**src/rtl/piso_32bit.sv**
```systemverilog
// -----------------------------------------------------------------------------
// piso_32bit
//
// Parallel-in / serial-out shifter for a slow serial debug or peripheral link.
// The block accepts one 32-bit word over a valid/ready handshake. It then
// emits the word one bit at a time on sdo. Each bit is held for BIT_CYCLES
// clocks. A one-cycle done pulse follows the final bit.
//
// Handshake: a word is transferred on a rising edge where load_valid and
// load_ready are both high. load_ready is high only in IDLE and depends on
// state alone. The producer keeps load_valid, d and msb_first stable until it
// sees load_ready. d and msb_first are not looked at outside that edge.
//
// Ports
//   clk         system clock, all state updates on the rising edge
//   rst_n       asynchronous active-low reset
//   load_valid  producer presents a word on d
//   load_ready  block can take a word (IDLE only)
//   d           32-bit word to serialise
//   msb_first   bit order captured with d (1: bit 31 first, 0: bit 0 first)
//   abort       synchronous cancel of a transfer in progress
//   sdo         serial data out
//   sdo_valid   sdo carries a payload bit
//   busy        transfer in progress
//   done        one-cycle pulse after the last bit's hold period
//   fsm_state   current FSM state, for debug visibility
//
// Parameters
//   BIT_CYCLES  clocks each bit is held on sdo (1..256)
// -----------------------------------------------------------------------------
module piso_32bit #(
    parameter int unsigned BIT_CYCLES = 4
) (
    input  logic        clk,
    input  logic        rst_n,
    input  logic        load_valid,
    output logic        load_ready,
    input  logic [31:0] d,
    input  logic        msb_first,
    input  logic        abort,
    output logic        sdo,
    output logic        sdo_valid,
    output logic        busy,
    output logic        done,
    output logic [1:0]  fsm_state
);

    typedef enum logic [1:0] {
        IDLE  = 2'd0,
        SHIFT = 2'd1,
        DONE  = 2'd2
    } state_t;

    // The hold counter runs 0..BIT_CYCLES-1. This fits in 8 bits for the
    // whole legal range of BIT_CYCLES.
    localparam logic [7:0] HOLD_LAST = 8'(BIT_CYCLES - 1);
    localparam logic [5:0] BIT_LAST  = 6'd31;

    state_t      state_q, state_d;
    logic [31:0] shreg_q, shreg_d;
    logic        order_q, order_d;   // captured msb_first
    logic [5:0]  bit_q,   bit_d;
    logic [7:0]  hold_q,  hold_d;

    // ------------------------------------------------------------------
    // State register
    // ------------------------------------------------------------------
    always_ff @(posedge clk or negedge rst_n) begin
        if (!rst_n) begin
            state_q <= IDLE;
            shreg_q <= '0;
            order_q <= 1'b0;
            bit_q   <= '0;
            hold_q  <= '0;
        end else begin
            state_q <= state_d;
            shreg_q <= shreg_d;
            order_q <= order_d;
            bit_q   <= bit_d;
            hold_q  <= hold_d;
        end
    end

    // ------------------------------------------------------------------
    // Next-state and datapath update
    // ------------------------------------------------------------------
    always_comb begin
        state_d = state_q;
        shreg_d = shreg_q;
        order_d = order_q;
        bit_d   = bit_q;
        hold_d  = hold_q;

        case (state_q)
            IDLE: begin
                // load_ready is high throughout IDLE. So load_valid alone
                // marks the handshake, and abort has no effect here.
                if (load_valid) begin
                    shreg_d = d;
                    order_d = msb_first;
                    bit_d   = '0;
                    hold_d  = '0;
                    state_d = SHIFT;
                end
            end

            SHIFT: begin
                if (abort) begin
                    state_d = IDLE;
                    shreg_d = '0;
                    bit_d   = '0;
                    hold_d  = '0;
                end else if (hold_q == HOLD_LAST) begin
                    // The current bit's hold period ends on this edge. Move
                    // the next bit to the output end and back-fill with zero.
                    hold_d  = '0;
                    shreg_d = order_q ? (shreg_q << 1) : (shreg_q >> 1);
                    bit_d   = bit_q + 6'd1;
                    if (bit_q == BIT_LAST) begin
                        state_d = DONE;
                    end
                end else begin
                    hold_d = hold_q + 8'd1;
                end
            end

            DONE: begin
                // Exactly one cycle long. abort is ignored, so done always
                // completes once reached.
                state_d = IDLE;
                bit_d   = '0;
                hold_d  = '0;
            end

            default: begin
                state_d = IDLE;
                shreg_d = '0;
                bit_d   = '0;
                hold_d  = '0;
            end
        endcase
    end

    // ------------------------------------------------------------------
    // Outputs, decoded from registered state only
    // ------------------------------------------------------------------
    always_comb begin
        load_ready = 1'b0;
        sdo        = 1'b0;
        sdo_valid  = 1'b0;
        busy       = 1'b0;
        done       = 1'b0;

        case (state_q)
            IDLE: begin
                load_ready = 1'b1;
            end
            SHIFT: begin
                busy      = 1'b1;
                sdo_valid = 1'b1;
                sdo       = order_q ? shreg_q[31] : shreg_q[0];
            end
            DONE: begin
                done = 1'b1;
            end
            default: begin
                load_ready = 1'b0;
            end
        endcase
    end

    assign fsm_state = state_q;

endmodule

```
**config.mk**
```make
export PLATFORM = sky130hd
export DESIGN_NAME = piso_32bit
export DESIGN_NICKNAME = d
export VERILOG_FILES = /design/src/rtl/piso_32bit.sv
export SDC_FILE = /design/constraint.sdc
export NUM_CORES = 1
export LEC_CHECK = 0
export CAP_MARGIN = 10
export CELL_PAD_IN_SITES_DETAIL_PLACEMENT = 0
export CELL_PAD_IN_SITES_GLOBAL_PLACEMENT = 1
export CORE_MARGIN = 2
export CORE_UTILIZATION = 41
export DETAILED_ROUTE_END_ITERATION = 10
export PLACE_DENSITY_LB_ADDON = 0.1
export SYNTH_ARGS = -nofsm -noshare
export SYNTH_HDL_FRONTEND = slang
export SYNTH_SLANG_ARGS = --single-unit
```
**constraint.sdc**
```tcl
create_clock -name clk -period 2.3 [get_ports clk]
set_input_delay 0.46 -clock clk [delete_from_list [all_inputs] [get_ports clk]]
set_output_delay 0.46 -clock clk [all_outputs]
set_load 0.02 [all_outputs]
```
# Word-level counts from Yosys, hierarchy flattened
# Index checks and enable logic that the tools add are counted.
[op_classes]
add_sub_neg = 2
eq_ne = 7
mux = 23
n_bitwise = 1
reduce_logical = 5
[ops]
columns = ["operator", "count"]
rows = [
  ["32-bit 2-to-1 mux", 4],
  ["32-bit one-hot mux with 3 select lines", 1],
  ["8-bit 2-to-1 mux", 3],
  ["6-bit 2-to-1 mux", 3],
  ["8-bit one-hot mux with 2 select lines", 1],
  ["6-bit one-hot mux with 2 select lines", 1],
  ["8-bit by 1-bit adder with 8-bit output (second input constant)", 1],
  ["8-bit by 2-bit == test with 1-bit output (second input constant)", 1],
  ["2-bit 2-to-1 mux", 4],
  ["6-bit by 1-bit adder with 6-bit output (second input constant)", 1],
  ["6-bit by 5-bit == test with 1-bit output (second input constant)", 1],
  ["3-bit inequality test (second input constant)", 2],
  ["3-bit AND reduction", 2],
  ["1-bit 2-to-1 mux", 5],
  ["2-bit one-hot mux with 2 select lines", 1],
  ["2-bit AND reduction", 2],
  ["2-bit by 1-bit == test with 1-bit output (second input constant)", 1],
  ["2-bit == test (second input constant)", 1],
  ["2-bit zero test", 1],
  ["2-bit inequality test (second input constant)", 1],
  ["1-bit inverter", 1],
]
[totals]
regBits = 49
output_inout_bits = 7
word_cells = 43

# Depth between registers and ports, before layout
[logic_depth]
depth_word = 5
depth_mapped = 7
depth_no_buf = 5

# Worst setup path after synthesis
# Ideal clock, no wire load.
[synth_path]
kind = "register -> register"
start = "register hold_q[0]"
end = "register shreg_q[31]"
t_arrival_ps = 1897
required_time_ps = 2176
slack_ps = 279
path_stages_with_launch = 8
path_cell_list = "dfrtp_1 -> ha_1 -> nor4b_4 -> a21oi_4 -> or3_1 -> buf_2 -> buf_6 -> a211o_1"
[synth_via]
elab_chain_len = 3
[synth_rtl]
columns = ["element", "line", "rtl"]
rows = [
  ["from (decl)", "63", "logic [7:0] hold_q, hold_d;"],
  ["from (signal assigned)", "80", "hold_q <= hold_d;"],
  ["8-bit by 2-bit == test with 1-bit output", "113", "end else if (hold_q == HOLD_LAST) begin"],
  ["3-bit inequality test (no line)", "-", ""],
  ["3-bit AND reduction (no line)", "-", ""],
  ["to (signal assigned)", "77", "shreg_q <= shreg_d;"],
  ["to (decl)", "60", "logic [31:0] shreg_q, shreg_d;"],
]
# No other way between the ends.
# A chain may end at the register's enable or synchronous reset.

# Worst setup path in the final report
[layout_path]
start = "register state_q[1] (netlist: fsm_state[1])"
end = "output port sdo"
[layout_via]
elab_chain_len = 2
[layout_rtl]
columns = ["element", "line", "rtl"]
rows = [
  ["from (decl)", "59", "state_t state_q, state_d;"],
  ["from (signal assigned)", "76", "state_q <= state_d;"],
  ["2-bit by 1-bit == test with 1-bit output", "154", "case (state_q)"],
  ["1-bit 2-to-1 mux", "154", ""],
  ["to (decl)", "41", "output logic sdo,"],
]
# No other way between the ends.

==> run metrics <==
CP max FO 8; Crit Path Class reg -> out; grt total ovfl 0; worst path required time 1.84 ns; Final min period 2.202 ns; Ant. Diodes 0; H-tree depth 2; register area 0.001229 mm^2; post-synthesis cell count 264; Die Area 0.007167 mm^2; commonest non-fill, non-tap cell in the layout dfrtp_1; # nets final 346; Synth Register Bits 49; vias in the first global route 2234; Max Clock Skew 0.008775 ns; global-route wire length before repair 11.28 mm; Slew Limit Headroom 64.19%; Filler cells 613; status complete, no violations; crit path launch type register; root buffer cell clkbuf_8; clk_lat worst skew 0.30 ns; Die Ht 84.66 um; drt pass-1 iters 6; CTS tree done; Tot GR Track Use 19.42%; # setup viols final 0; Tightest Hold Check Type in -> async; cts bufs inserted 5; initial antenna violation count 0; total core area 0.006314 mm^2; Syn Area/Cell 10.10 um^2; Max Clk Rate 0.4541 GHz; Slew @ Worst Pin 0.5371 ns; Yosys top cell area share 45.97%; port buffer count 43; Leakage 0.001464 uW; Final ANT Viol Nets 0; Area contributors post-synth dfrtp_1 46%, mux2i_1 11%, o2bb2ai_1 9.5%, a21oi_1 5.4%, nor2_1 5.2%; Routed WL 6.440 mm; Std-Cell Rows 29; Hold Fails Final Rpt 0; Setup TNS 0 ns; TritonCTS sink count 49; Final HPWL DP 4.233 mm; Final Cycle Share 95.75%; largest net degree at the start of global routing 35; initial drt markers 137; synth warn 0; area of the multi-input gates 0.001348 mm^2; total vias in the final route 2126; pwr dens 775.2 mW/mm^2; post-synth top area cell dfrtp_1; r2r setup slk 0.21 ns; io pins 44; remaining routing DRC violations 0; share of cells above drive strength 1 12.01%; Max Cap Viol 0; Die Wd 84.66 um; Tot Pwr 2616 uW; Critical Path AT 1.74 ns; setup repair after global routing missed its margin no; DR vias/cell 5.522; Final GP Congestion 0.7535; Post-Syn Area 0.002668 mm^2; Starting Density 42.25%; clock transition at the registers of the reported paths 0.09 ns; CTS Hold Buffers Added 0; most frequent cells in the layout 47 x dfrtp_1, 42 x clkdlybuf4s50_1, 36 x nor2_1; sequential-to-total area share from yosys stat 45.97%; maximum vdd drop 0.5178 mV; Clock Tree Buf Depth 2; Final Max Tran Viols 0; count of different cell masters after synthesis 33; synthesis-to-layout area growth 26.50%; Setup crit end kind primary output; post-synthesis net count 303; wire length per cell 16.73 um
registers in the layout (all words and copies together) (netlist names):
| signal | count |
|---|---|
| hold_q | 8 |
| shreg_q | 32 |
| bit_q | 6 |
| order_q | 1 |
| fsm_state | 2 |
power breakdown:
group / total [uW] / leakage, uW / switching [uW] / internal (uW)
combinational: 752 / 0.000759 / 373 / 379
clock: 723 / 0.0000681 / 291 / 432
sequential: 1140 / 0.000637 / 131 / 1010
total: 2620 / 0.00146 / 794 / 1820
synthesized netlist by cell type (all sizes together):
cell type	instances
a211o	1
a21oi	30
a221o	2
a22o	1
a22oi	1
a31oi	3
and3	7
and3b	1
buf	14
clkbuf	7
dfrtp	49
ha	2
mux2	4
mux2i	30
nand2	9
nand3b	1
nand4	5
nor2	37
nor2b	5
nor3	3
nor4b	1
o21ai	10
o2bb2ai	29
o311a	1
or2	1
or3	3
or3b	1
xor2	6
worst max-delay path, stage by stage, from the launching register on:
cell,delay [ns]
dfrtp_1,0.50
nor2b_4,0.19
nor2b_1,0.15
clkdlybuf4s50_1,0.61
per-stage QoR:
| stage | instances | area, um^2 | util [%] | setup WS (ns) | hold WS (ns) |
|---|---|---|---|---|---|
| after detailed placement | 377 | 3228 | 51.13 | 0.07030 | 0.4697 |
| after CTS | 385 | 3366 | 53.31 | 0.02535 | 0.1420 |
| final | 385 | 3374 | 53.45 | 0.09774 | 0.1280 |
| after floorplan | 264 | 2668 | - | 0.2793 | 0.1644 |
| after global placement | 377 | 3228 | 51.13 | 0.1179 | 0.4703 |
| after global routing | 385 | 3374 | 53.45 | 0.01183 | 0.1458 |
area by class of cell:
type	instances	share of cell area [%]
repair buffers	57	16.83
multi-input cells	194	39.93
clock buffers	5	2.039
clock inverters	3	1.928
well taps	77	2.855
flip-flops and latches	49	36.41
path summary, 6_finish.rpt:
check,from,cells past startpoint,end
min in group clk,bit_q[2],1,bit_q[2]
hold reg to reg,bit_q[2],1,bit_q[2]
setup / recovery,fsm_state[1],3,sdo
max in group asynchronous,rst_n,2,hold_q[1]
hold / removal,rst_n,1,shreg_q[11]
setup reg to reg,hold_q[1],6,shreg_q[29]
what timing repair did:
item,in CTS,in global routing
setup buffers,0,0
setup endpoints to repair,3,3
gates resized for setup,2,3
cloned,0,0
cells by family after synthesis:
family                   after synthesis  synth area share, %
XOR/XNOR                               6                1.970
flip-flops                            49                45.97
adder cells (fa/ha/maj)                2               0.9379
AND/OR/NAND/NOR                       74                13.98
AO/OA/AOI/OAI                         78                20.22
buffers and inverters                 21                3.987
multiplexers                          34                12.95
metal layers:
| metal | share of wire (%) | global-route usage (%) |
|---|---|---|
| met5 | 0 | 0 |
| met4 | 0.81 | 4.473 |
| met3 | 3.5 | 3.540 |
| met2 | 45 | 30.57 |
| met1 | 51 | 28.05 |
Power figures use the tool's default switching activity.
==> variant: new RTL, config.mk and constraints unchanged <==
Make the reset (`rst_n`) synchronous in one clocked block. Comments in the files are not updated.
--- a/src/rtl/piso_32bit.sv
+++ b/src/rtl/piso_32bit.sv
@@ -67,3 +67,3 @@
     // ------------------------------------------------------------------
-    always_ff @(posedge clk or negedge rst_n) begin
+    always_ff @(posedge clk) begin
         if (!rst_n) begin
Check against the original RTL: differs if rst_n is asserted again (counterexample within 4 cycles, from zero or initial values and one cycle with rst_n low); with rst_n held inactive, the same outputs for 10 cycles.
==> variant against the original RTL <==
Sequential cell count is the same; area after synthesis shrank 7.0%; largest cell class unchanged; via count shrank 0.75%; count of clock-buffer cells in the layout grew 1; global-route usage shrank 2.1 points; first-iteration DRC count shrank 34%; wire length shrank 14%; setup slack lost 0.017 ns; fmax shrank 0.78%; design area shrank 9.9%.
Power is not compared: it rests on default switching activity, and its combinational part moved more than twofold at a synthesized area within 25%.
==> variant: results (changes against the original RTL) <==
status: finished, final reports clean (unchanged)
# Taps: 75 (was 77)
leading registers by flop count: shreg_q x32, hold_q x8, bit_q x6 (unchanged)
fill cell count: 574 (was 613)
reg2reg end: shreg_q[20] (was shreg_q[29])
R2R setup slack: 0.34 ns (was 0.21 ns)
CLK BUF: 6 (was 5)
Placed Area: 2960 um2 (was 3230 um2)
gpl congestion: 0.796 (was 0.754)
FF/Latch Area: 983 um2 (was 1230 um2)
async set or reset register ratio after synthesis: 0% (was 100%)
multi-input combinational area share: 45.6% (was 39.9%)
Hold WS: 0.510 ns (was 0.128 ns)
post-route minimum period: 2.22 ns (was 2.20 ns)
Comb power frac: 17.5%
buffer share of cell area: 16.0% (was 16.8%)
min-delay worst type: flop to flop (was input port to async pin)
synthesized instance count: 272 (was 264)
DP Worst Slack: 0.101 ns (was 0.0703 ns)
share of cells above drive strength 1: 7.44% (was 12.0%)
Crit path arrival time: 1.76 ns (was 1.74 ns)
root buffer cell: clkbuf_8 (unchanged)
CP max FO: 7 (was 8)
largest net degree at the start of global routing: 35 (unchanged)
Overall Global Routing Usage: 17.3% (was 19.4%)
Worst Setup SP: fsm_state[0] (was fsm_state[1])
H-tree depth: 2 (unchanged)
WL per Instance: 14.4 um (was 16.7 um)
comb_multi_in: 201 (was 194)
worst r2r src: hold_q[0] (was hold_q[1])
Bufs on Longest Clock Path: 2 (unchanged)
cells on worst reg2reg path: 5 (was 6)
1st-pass router iterations: 4 (was 6)
Ys Warns: 0 (unchanged)
Worst setup endpoint: sdo (unchanged)
Seq/Total Area, Yosys: 39.6% (was 46.0%)
vias in the first global route: 1893 (was 2234)
hold depth: 2
Post-synth top cells: 49 x dfxtp_1, 39 x nand2_1, 32 x a22o_1, 32 x mux2i_1, 32 x o21ai_0 (was 49 x dfrtp_1, 37 x nor2_1, 30 x mux2i_1)
Vias/cell: 5.49 (was 5.52)
clk_skew: 0.00704 ns (was 0.00877 ns)
Inserted Clock Buffers: 5 (unchanged)
Synthesized Nets: 311 (was 303)
top cells by area, synth: dfxtp_1 40%, mux2i_1 13%, a22o_1 11% (was dfrtp_1 46%, mux2i_1 11%, o2bb2ai_1 9.5%)
Clock-cell share: 2.71% (was 3.97%)
fin nets: 347 (was 346)
Least-Margin Pin Slew: 0.598 ns (was 0.537 ns)
global-route wire length before repair: 9070 um (was 11300 um)
Detailed Place HPWL: 3600 um (was 4230 um)
Final Non-Filler Cells: 384 (was 385)
sequential power share: 53.9%
IO Port Bufs: 43 (unchanged)
buffers outside the clock class: 49 (was 57)
Starting DRT DRC Count: 90 (was 137)
post-synth cell types: 35 (was 33)
multi-input logic area: 1390 um2 (was 1350 um2)
Inverters: 2 (was 0)
## variant: cell count changes after synthesis, moves of 22 or more
cell / delta
nand2_1: +30
a22o_1: +31
a21oi_1: -25
o21ai_0: +22
o2bb2ai_1: -29
nor2_1: -27
dfrtp_1: -49
dfxtp_1: +49
## variant: worst max-delay path, stage by stage, from the launching register on
cell and delay, ns:
dfxtp_2 0.40, nor2b_2 0.22, nor2b_1 0.20, clkdlybuf4s50_1 0.63
## variant: per-layer routing
metal  wire length [um]  vias up  share of wire (%)  track usage (%)
li1                   -     1064                  -                -
met1               2790     1000                 51             24.5
met2               2430       40                 44             26.6
met3                246        6                4.5             3.63
met4                 50        0               0.91             5.00
met5                  0        -                  0                0
## variant: cells by family after synthesis
kind of cell,count (synthesis),share of synthesized area (%)
flip-flops,49,39.6
XOR/XNOR,6,2.12
adder cells (fa/ha/maj),2,1.01
AND/OR/NAND/NOR,78,15.8
buffers and inverters,22,4.84
multiplexers,32,12.9
AO/OA/AOI/OAI,83,23.8
